<file path="src/rtl/regfile_pkg.sv">
// Shared parameters, state encoding and write-beat type for the register-file write arbiter.
// Latency: n/a (definitions only).
// Backpressure: n/a (definitions only).
package regfile_pkg;

    localparam int DW   = 8;          // register data width
    localparam int AW   = 3;          // register address width
    localparam int NREG = 1 << AW;    // registers walked by the clear sequence

    localparam logic [DW-1:0] CLR_VALUE = '0;

    typedef enum logic {
        ARB   = 1'b0,
        CLEAR = 1'b1
    } state_t;

    // One write beat towards reg_file.
    typedef struct packed {
        logic [AW-1:0] addr;
        logic [DW-1:0] dat;
    } wr_t;

endpackage

</file>
<file path="src/rtl/rr_arbiter2.sv">
// Two-way round-robin arbiter: a lone request wins, a tie goes to the port not granted last.
// Latency: combinational, zero cycles.
// Backpressure: en=0 withholds both grants; requesters simply keep their request level.
//
// Ports:
//   req[1:0]  request per port
//   en        grants allowed this cycle
//   last      port that received the most recent grant
//   gnt[1:0]  one-hot (or zero) grant
module rr_arbiter2 (
    input  logic [1:0] req,
    input  logic       en,
    input  logic       last,
    output logic [1:0] gnt
);

    always_comb begin
        gnt = 2'b00;
        if (en) begin
            if (req == 2'b11) begin
                gnt = last ? 2'b01 : 2'b10;
            end else begin
                gnt = req;
            end
        end
    end

endmodule

</file>
<file path="src/rtl/regfile_write_arbiter.sv">
// Shares the single reg_file write port between ALU writeback (port 0) and memory load (port 1),
// plus a clear sequencer that writes CLR_VALUE to every register, one per cycle.
// Latency: a grant at edge N drives WRITE/INADDRESS/IN during cycle N..N+1 (registered outputs).
// Backpressure: requests are levels held until GNTx; grants are withheld during a clear and in
// the cycle CLR_REQ is seen, so clear always has priority over writes.
//
// Ports:
//   CLK, RESET            clock (rising edge), synchronous active-low reset
//   REQ0/ADDR0/DATA0/GNT0 port 0 write request, destination, data, grant
//   REQ1/ADDR1/DATA1/GNT1 port 1 write request, destination, data, grant
//   CLR_REQ               start a clear sequence (only looked at while arbitrating)
//   CLR_BUSY, CLR_DONE    clear in progress, one-cycle pulse after the last clear write
//   WRITE/INADDRESS/IN    registered drive of the reg_file write port
module regfile_write_arbiter
    import regfile_pkg::*;
(
    input  logic          CLK,
    input  logic          RESET,
    input  logic          REQ0,
    input  logic [AW-1:0] ADDR0,
    input  logic [DW-1:0] DATA0,
    output logic          GNT0,
    input  logic          REQ1,
    input  logic [AW-1:0] ADDR1,
    input  logic [DW-1:0] DATA1,
    output logic          GNT1,
    input  logic          CLR_REQ,
    output logic          CLR_BUSY,
    output logic          CLR_DONE,
    output logic          WRITE,
    output logic [AW-1:0] INADDRESS,
    output logic [DW-1:0] IN
);

    state_t       state, state_nxt;
    // One bit wider than the address so the end-of-walk compare never wraps.
    logic [AW:0]  cnt, cnt_nxt;
    logic         last, last_nxt;
    logic         write_nxt;
    logic         done_nxt;
    wr_t          wr_nxt;
    logic         arb_en;
    logic [1:0]   gnt;

    localparam logic [AW:0] CNT_LAST = (AW+1)'(NREG - 1);

    // Grants only in ARB, out of reset, and not in the cycle a clear is being requested.
    assign arb_en = RESET && (state == ARB) && !CLR_REQ;

    rr_arbiter2 u_rr (
        .req  ({REQ1, REQ0}),
        .en   (arb_en),
        .last (last),
        .gnt  (gnt)
    );

    assign GNT0     = gnt[0];
    assign GNT1     = gnt[1];
    assign CLR_BUSY = (state == CLEAR);

    always_comb begin
        state_nxt   = state;
        cnt_nxt     = cnt;
        last_nxt    = last;
        write_nxt   = 1'b0;
        done_nxt    = 1'b0;
        // Address/data hold their last value when nothing is written.
        wr_nxt.addr = INADDRESS;
        wr_nxt.dat  = IN;

        case (state)
            ARB: begin
                if (CLR_REQ) begin
                    // First clear write goes out in the first CLEAR cycle.
                    state_nxt   = CLEAR;
                    cnt_nxt     = '0;
                    write_nxt   = 1'b1;
                    wr_nxt.addr = '0;
                    wr_nxt.dat  = CLR_VALUE;
                end else if (gnt[0]) begin
                    write_nxt   = 1'b1;
                    wr_nxt.addr = ADDR0;
                    wr_nxt.dat  = DATA0;
                    last_nxt    = 1'b0;
                end else if (gnt[1]) begin
                    write_nxt   = 1'b1;
                    wr_nxt.addr = ADDR1;
                    wr_nxt.dat  = DATA1;
                    last_nxt    = 1'b1;
                end
            end
            CLEAR: begin
                // cnt names the register being written during this cycle.
                if (cnt == CNT_LAST) begin
                    state_nxt = ARB;
                    cnt_nxt   = '0;
                    done_nxt  = 1'b1;
                end else begin
                    cnt_nxt     = cnt + 1'b1;
                    write_nxt   = 1'b1;
                    wr_nxt.addr = cnt_nxt[AW-1:0];
                    wr_nxt.dat  = CLR_VALUE;
                end
            end
            default: begin
                state_nxt = ARB;
            end
        endcase
    end

    always_ff @(posedge CLK) begin
        if (!RESET) begin
            state     <= ARB;
            cnt       <= '0;
            last      <= 1'b1;
            WRITE     <= 1'b0;
            INADDRESS <= '0;
            IN        <= '0;
            CLR_DONE  <= 1'b0;
        end else begin
            state     <= state_nxt;
            cnt       <= cnt_nxt;
            last      <= last_nxt;
            WRITE     <= write_nxt;
            INADDRESS <= wr_nxt.addr;
            IN        <= wr_nxt.dat;
            CLR_DONE  <= done_nxt;
        end
    end

endmodule

</file>
<file path="config.mk">
export PLATFORM = sky130hd
export DESIGN_NAME = regfile_write_arbiter
export DESIGN_NICKNAME = d
export VERILOG_FILES = /design/src/rtl/regfile_pkg.sv /design/src/rtl/rr_arbiter2.sv /design/src/rtl/regfile_write_arbiter.sv
export SDC_FILE = /design/constraint.sdc
export NUM_CORES = 1
export LEC_CHECK = 0
export ABC_AREA = 1
export CORE_AREA = 2 2 40 69
export CTS_CLUSTER_DIAMETER = 200
export CTS_CLUSTER_SIZE = 12
export DETAILED_ROUTE_END_ITERATION = 8
export DIE_AREA = 0 0 42 71
export MAX_ROUTING_LAYER = met4
export PLACE_DENSITY = 0.79
export SLEW_MARGIN = 20
export SYNTH_ARGS = -nofsm -noshare
export SYNTH_HDL_FRONTEND = slang
export SYNTH_HIERARCHICAL = 1
export SYNTH_SLANG_ARGS = --single-unit
</file>
<file path="constraint.sdc">
create_clock -name CLK -period 5.1 [get_ports CLK]
set_input_delay 1.53 -clock CLK [delete_from_list [all_inputs] [get_ports CLK]]
set_output_delay 1.53 -clock CLK [all_outputs]
set_load 0.01 [all_outputs]
</file>
Word level (Yosys, flattened, before mapping) --
Index checks and enable logic that the tools add are counted.
Storage, ports and cells: output and inout port bits 16, logic and storage cells 43, input bits 27, register bits 19
Operators by class: bitwise gates (word level) 2, mux-type cells 21, add/subtract/negate cells 1, reductions and logical operators 7, equality and inequality tests 5
Operator list (number):
- 2-to-1 mux 11 bit | 4
- case mux 11 bit (2 select lines) | 1
- 2-to-1 mux 1 bit | 8
- 2-to-1 mux 4 bit | 2
- case mux 4 bit (2 select lines) | 1
- 2-to-1 mux 2 bit | 3
- adder 4 x 1 -> 4 bit (second input constant) | 1
- == test 4 x 3 -> 1 bit (second input constant) | 1
- != test 2 bit (second input constant) | 2
- != test 4 bit (second input constant) | 1
- case mux 1 bit (2 select lines) | 2
- AND reduction 2 bit | 2
- AND reduction 3 bit | 1
- == test 2 bit (second input constant) | 1
- logical AND 1 bit | 2
- inverter 1 bit | 2
- nonzero test 2 bit | 1
- zero test 1 bit | 1

Logic depth before layout (Yosys ltp) --
Gate-level depths: netlist of run 1.
depth in word-level cells 8, mapped depth 12, mapped depth without buffers 11

Hierarchy --
Netlist of run 1, hierarchy kept.
Modules (own cells, without submodules):
- regfile_write_arbiter | instances 1, cells each 161, area each 999.7 µm², sequential area each 380.4 µm²
- rr_arbiter2 | instances 1, cells each 5, area each 21.3 µm², sequential area each 0.0 µm²

Least setup slack after synthesis of run 1 --
Ideal clock, no wire load.
path kind input port to output port, from in RESET, to out GNT0, buffers on the path 1, data arrival time 2310 ps, data required time 3570 ps, slack 1260 ps, stages on the path 5, cells stage by stage clkbuf_1 nand2_1 inv_1 nand2_1 a21oi_1
Between the ends: cells in the longest elaborated chain, start to end 3
Ends and longest elaborated chain:
- start, declared | line regfile_write_arbiter.sv:18 | input logic RESET,
- logical AND 1 bit (2 in series) | line regfile_write_arbiter.sv:48 | assign arb_en = RESET && (state == ARB) && !CLR_REQ;
- via arb_en | line regfile_write_arbiter.sv:42 | logic arb_en;
- 2-to-1 mux 2 bit | line rr_arbiter2.sv:19 | if (en) begin
- end, declared | line regfile_write_arbiter.sv:22 | output logic GNT0,
The timed path passes the listed nets, and every way through them passes these cells.

Worst setup path in the final report of run 1 --
from in CLR_REQ, to out GNT1
Between the ends: cells in the longest elaborated chain, start to end 3
Ends and longest elaborated chain:
- start, declared | line regfile_write_arbiter.sv:27 | input logic CLR_REQ,
- zero test 1 bit | line regfile_write_arbiter.sv:48
- logical AND 1 bit | line regfile_write_arbiter.sv:48
- via arb_en | line regfile_write_arbiter.sv:42
- 2-to-1 mux 2 bit | line rr_arbiter2.sv:19
- end, declared | line regfile_write_arbiter.sv:26 | output logic GNT1,
The timed path passes the listed nets, and every way through them passes these cells.

==> summary.txt, run 1 <==
first-pass GRT wire length - 4.47 mm
total core area - 2430 µm²
# diodes - 0
chip width - 42 µm
H-tree Lvls - 1
Non-Filler Instances - 234
Synth Register Bits - 19
Hold Path Origin - last
RSZ-0062 raised after global routing - no
status - finished, final reports clean
CTS buffer count - 3
Post-CTS Hold Buffers - 0
maximum VDD drop - 0.199 mV
synthesized area - 1020 µm²
DIE AREA - 2980 µm²
Least-Margin Pin Slew - 0.414 ns
worst path cell trace - clkdlybuf4s50_1, nor2_4, nand2_1, inv_1, nand2_1, a21oi_1, clkdlybuf4s50_1
setup_tns - 0 ns
CP max FO - 7
std cell rows - 24
final setup violation count - 0
post-route cell area - 1490 µm²
Die H - 71 µm
final hold vios - 0
DR WL/cell - 11.5 µm
Max Slew Vio Count - 0
drt total wl - 2.70 mm
minimum clock period - 4.79 ns
worst path required time - 3.57 ns
main combinational cell family by area after synthesis - simple AND/OR/NAND/NOR gates
crit start category - input port
Post-CTS Repair Setup Buffers - 0
Logic pwr share - 27.2%
initial antenna violation count - 0
Syn. warnings - 6
sequential power share - 45.3%
internal power - 0.271 mW
fin crit share - 93.9%
# fillers - 216
Ports - 43
Nets - 237
leakage power - 0.701 nW
Critical Path Max Stage Delay - 0.59 ns
# clock sinks - 19
Placed Cells - 230
RD Place Congestion - 0.828
Place WS - 0.314 ns
Yosys cell types - 19
final worst setup slack - 0.312 ns
syn nets - 194
CTS tree - yes
synthesis-to-layout area growth - 46.1%
placed inst area - 1450 µm²
Final ANT Viol Nets - 0
routed vias/inst - 4.67
pin count of the biggest net entering global routing - 24
vias in the first global route - 1034
clock share of power - 27.5%
NetSw - 0.111 mW
Critical path buffers and inverters - 3
crit-path leading delay family - buffers and inverters
Post-Route Skew - 0.00626 ns
post-synthesis mux area share - 0%
detailed placer's ending HPWL - 2.09 mm
crit path launch - CLR_REQ
share of cells above drive strength 1 - 4.81%
IO buf count - 42
Synth Area per Inst - 6.15 µm²
Resize count post-CTS - 0
worst min path class - reg -> reg
CTS Buffer Depth - 2
post-synthesis adder-cell area fraction - 1.23%
worst setup path class - in -> out
Tot GR Track Use - 19.4%
root cell of the clock tree - clkbuf_8
power per cell area - 256 nW/µm²
Max-cap violations - 0
WP data arrival - 3.26 ns
fmax - 209 MHz
Reg clk slew, reported paths - 0.07 ns
share of the yosys chip area belonging to registers - 37.3%
Synth Instances - 166
Worst R2R Start - CLR_BUSY
Critical Path End Type - primary output
DR DRC count - 0
initial core utilization - 42.0%
Slew HR - 72.3%
slowest cell on the critical path - clkdlybuf4s50_1
via count - 1093
TritonRoute pass-1 iters - 4
Iteration-0 DRC Markers - 20
post-synthesis simple-gate area fraction - 38.4%
grt total ovfl - 0
Synth Area in Compound Gates - 7.72%
post-synthesis xor/xnor area fraction - 0.858%
clk_lat worst skew - 0.25 ns
switching share of power - 29.0%
## path summary, 6_finish.rpt
path,slack (ns),cells past startpoint,to
min,0.50,2,last
max,0.31,7,GNT1
min reg2reg,0.50,2,last
max reg2reg,2.97,11,IN[5]
## through the flow
step	util, %	power, mW	hold slack [ns]
2_1_floorplan	-	0.232	0.454
5_1_grt	61.3	0.403	0.537
3_3_place_gp	59.4	0.276	0.482
6_report	61.3	0.381	0.498
3_5_place_dp	59.4	0.280	0.495
4_1_cts	61.3	0.384	0.506
## layout by cell type (no fill, tap or decap)
cell and n:
o21bai_1 1, nor2_4 1, nand2_1 56, buf_4 2, nand4_2 1, ha_1 1
nor2_1 27, o21ai_0 2, o22ai_1 1, clkinv_2 1, clkbuf_8 3, inv_2 1
clkdlybuf4s50_1 42, inv_1 27, a21oi_1 11, dfxtp_1 19, nand3_1 10, xor2_1 1
nand2_2 1
## power by group through the flow
stage | Combinational (mW) | Clock (mW) | Sequential, mW
5_1_grt | 0.117 | 0.112 | 0.174
2_1_floorplan | 0.0529 | 0 | 0.179
3_3_place_gp | 0.101 | 0 | 0.175
4_1_cts | 0.105 | 0.106 | 0.173
3_5_place_dp | 0.104 | 0 | 0.176
6_report | 0.104 | 0.105 | 0.173
## layer usage
metal	routed length, µm	up-vias	global-route usage (%)
li1	-	577	-
met1	1070	494	19.3
met2	1500	18	37.2
met3	79	4	2.30
met4	57	0	7.17
met5	0	-	-
## sequential cells by signal, summed over array words and instances (netlist names)
| signal | count |
|---|---|
| IN | 8 |
| last | 1 |
| cnt | 4 |
| CLR_BUSY | 1 |
| INADDRESS | 3 |
| WRITE | 1 |
| CLR_DONE | 1 |
## final cells by class
cell class | count | area (µm²) | share of cell area [%]
clock buffer | 3 | 41.3 | 2.77
tap | 26 | 32.5 | 2.18
multi-input combinational | 113 | 492 | 33.0
sequential | 19 | 380 | 25.5
timing repair buffer | 44 | 435 | 29.2
inverter | 28 | 105 | 7.05
clock inverter | 1 | 5.00 | 0.336
## tightest hold or removal path: stages (launching register included)
cell and delay [ns]:
dfxtp_1 0.32, o21ai_0 0.07, nand3_1 0.06
## cells by family after synthesis
logic type,after synthesis
flip-flops,19
AND/OR/NAND/NOR,96
XOR/XNOR,1
AO/OA/AOI/OAI,15
adder cells (fa/ha/maj),1
buffers and inverters,34
## cells in the mapped netlist
| cell type | instances | area [µm²] |
|---|---|---|
| buf_6 | 2 | 22.5 |
| inv_2 | 1 | 3.75 |
| o21ai_0 | 2 | 10.0 |
| nand2_2 | 1 | 6.26 |
| buf_2 | 2 | 10.0 |
| ha_1 | 1 | 12.5 |
| nand4_2 | 1 | 12.5 |
| o22ai_1 | 1 | 6.26 |
| nor2_4 | 1 | 11.3 |
| clkbuf_1 | 1 | 3.75 |
| buf_4 | 1 | 7.51 |
| nand2_1 | 56 | 210 |
| nor2_1 | 27 | 101 |
| inv_1 | 27 | 101 |
| a21oi_1 | 11 | 55.1 |
| nand3_1 | 10 | 50.1 |
| o21bai_1 | 1 | 7.51 |
| xor2_1 | 1 | 8.76 |
| dfxtp_1 | 19 | 380 |
(Power assumes the default switching activity.)
==> run 2, diff against run 1 <==
- clock period: 5.1 -> 5.52 ns (I/O delays scaled with it)
==> summary.txt, run 2 (synthesis gave the netlist of run 1 again) <==
max FFs per register - 8
fin crit share - 91.3%
power per cell area - 238 nW/µm²
slowest cell on the critical path - clkdlybuf4s50_1
Critical path buffers and inverters - 3
internal power - 0.251 mW
Ports - 43
synthesis-to-layout area growth - 46.1%
Hold WS - 0.497 ns
leakage power - 0.701 nW
std cell rows - 24
crit-path leading delay family - buffers and inverters
via count - 1096
Reg-to-Reg End - IN[6]
DIE AREA - 2980 µm²
Critical Path End Type - primary output
Iteration-0 DRC Markers - 32
Max Slew Vio Count - 0
FF-to-FF setup slack - 3.38 ns
worst min path class - reg -> reg
share of cells above drive strength 1 - 4.81%
IO buf count - 42
pin count of the biggest net entering global routing - 24
Max-cap violations - 0
H-tree Lvls - 1
GRT Max-Usage Layer - met2
CTS buffer count - 3
Tot GR Track Use - 20.5%
DR WL/cell - 11.4 µm
worst path cell trace - clkdlybuf4s50_1, nor2_4, nand2_1, inv_1, nand2_1, a21oi_1, clkdlybuf4s50_1
Least-Margin Pin Slew - 0.408 ns
worst reg2reg path depth - 11
CTS tree - yes
drt total wl - 2.67 mm
Post-CTS Hold Buffers - 0
switching share of power - 29.4%
Post-Route Skew - 0.00473 ns
# clock sinks - 19
status - finished, final reports clean
Largest regs - IN (8), cnt (4), INADDRESS (3)
TritonRoute pass-1 iters - 4
Worst R2R Start - CLR_BUSY
clock share of power - 28.1%
Top reg by flops - IN
GR Util met2 - 37.5%
worst setup path class - in -> out
CTS Buffer Depth - 2
commonest non-fill, non-tap cell in the layout - nand2_1
routed vias/inst - 4.68
DR DRC count - 0
initial antenna violation count - 0
first-pass GRT wire length - 4.51 mm
maximum VDD drop - 0.253 mV
fmax - 198 MHz
destination of the worst hold path - cnt[1]
detailed placer's ending HPWL - 1.98 mm
Hold Path Origin - cnt[1]
RD Place Congestion - 0.827
Reg clk slew, reported paths - 0.07 ns
routing usage on met3 - 3.32%
NetSw - 0.104 mW
# fillers - 221
minimum clock period - 5.04 ns
Slew HR - 72.7%
setup_tns - 0 ns
WP data arrival - 3.39 ns
final setup violation count - 0
Post-CTS Repair Setup Buffers - 0
chip width - 42 µm
# diodes - 0
Nets - 237
met1 Track Usage GR - 19.4%
Logic pwr share - 27.0%
Final ANT Viol Nets - 0
worst path required time - 3.86 ns
most frequent cells in the layout - 56 x nand2_1, 42 x clkdlybuf4s50_1, 27 x inv_1, 27 x nor2_1, 19 x dfxtp_1
Die H - 71 µm
total core area - 2430 µm²
initial core utilization - 42.0%
final hold vios - 0
Hold Crit Depth - 2
Resize count post-CTS - 0
total power - 0.355 mW
sequential power share - 44.8%
root cell of the clock tree - clkbuf_8
CP max FO - 7
vias in the first global route - 1082
clk_lat worst skew - 0.26 ns
grt total ovfl - 0
crit start category - input port
RSZ-0062 raised after global routing - no
Critical Path Max Stage Delay - 0.58 ns
## run 2: cell counts in the layout (fill, tap and decap cells not counted)
Identical to the previous run, type by type.
## run 2: worst max-delay path by stage
stage | slack [ns] | end | startpoint | depth (start not counted)
2_1_floorplan | 1.43 | GNT0 | RESET | 5
3_3_place_gp | 0.53 | GNT1 | CLR_REQ | 7
3_5_place_dp | 0.47 | GNT1 | CLR_REQ | 7
4_1_cts | 0.47 | GNT1 | CLR_REQ | 7
5_1_grt | 0.35 | GNT1 | CLR_REQ | 7
6_report | 0.48 | GNT1 | CLR_REQ | 7
## run 2: per-stage QoR
step / utilization (%) / setup WS (ns) / instance area (µm²) / cells
2_1_floorplan: - / 1.43 / 1020 / 166
3_3_place_gp: 59.4 / 0.526 / 1450 / 230
3_5_place_dp: 59.4 / 0.469 / 1450 / 230
4_1_cts: 61.3 / 0.471 / 1490 / 234
5_1_grt: 61.3 / 0.345 / 1490 / 234
6_report: 61.3 / 0.478 / 1490 / 234
## run 2: routing by layer
metal / wire length [µm] / vias to the layer above
li1: - / 577
met1: 1010 / 491
met2: 1520 / 22
met3: 89 / 6
met4: 48 / 0
met5: 0 / -
## run 2: cell type report
cell class                 count  area, µm²  share of cell area (%)
clock buffer                   3       41.3                    2.77
clock inverter                 1       5.00                   0.336
inverter                      28        105                    7.05
multi-input combinational    113        492                    33.0
sequential                    19        380                    25.5
tap                           26       32.5                    2.18
timing repair buffer          44        435                    29.2
## run 2: worst min-delay path, delay by kind of cell, from the launching register on
family | cells | cell delay, ns
and+or+nand+nor | 1 | 0.06
AOI/OAI and AO/OA | 1 | 0.06
DFF | 1 | 0.33
## run 2: power groups by stage
stage	clock network, mW	registers [mW]	logic, mW
floorplan	0	0.165	0.0489
global placement	0	0.162	0.0935
detailed placement	0	0.162	0.0962
CTS	0.104	0.159	0.0967
global route	0.108	0.161	0.108
finish	0.0999	0.159	0.0959
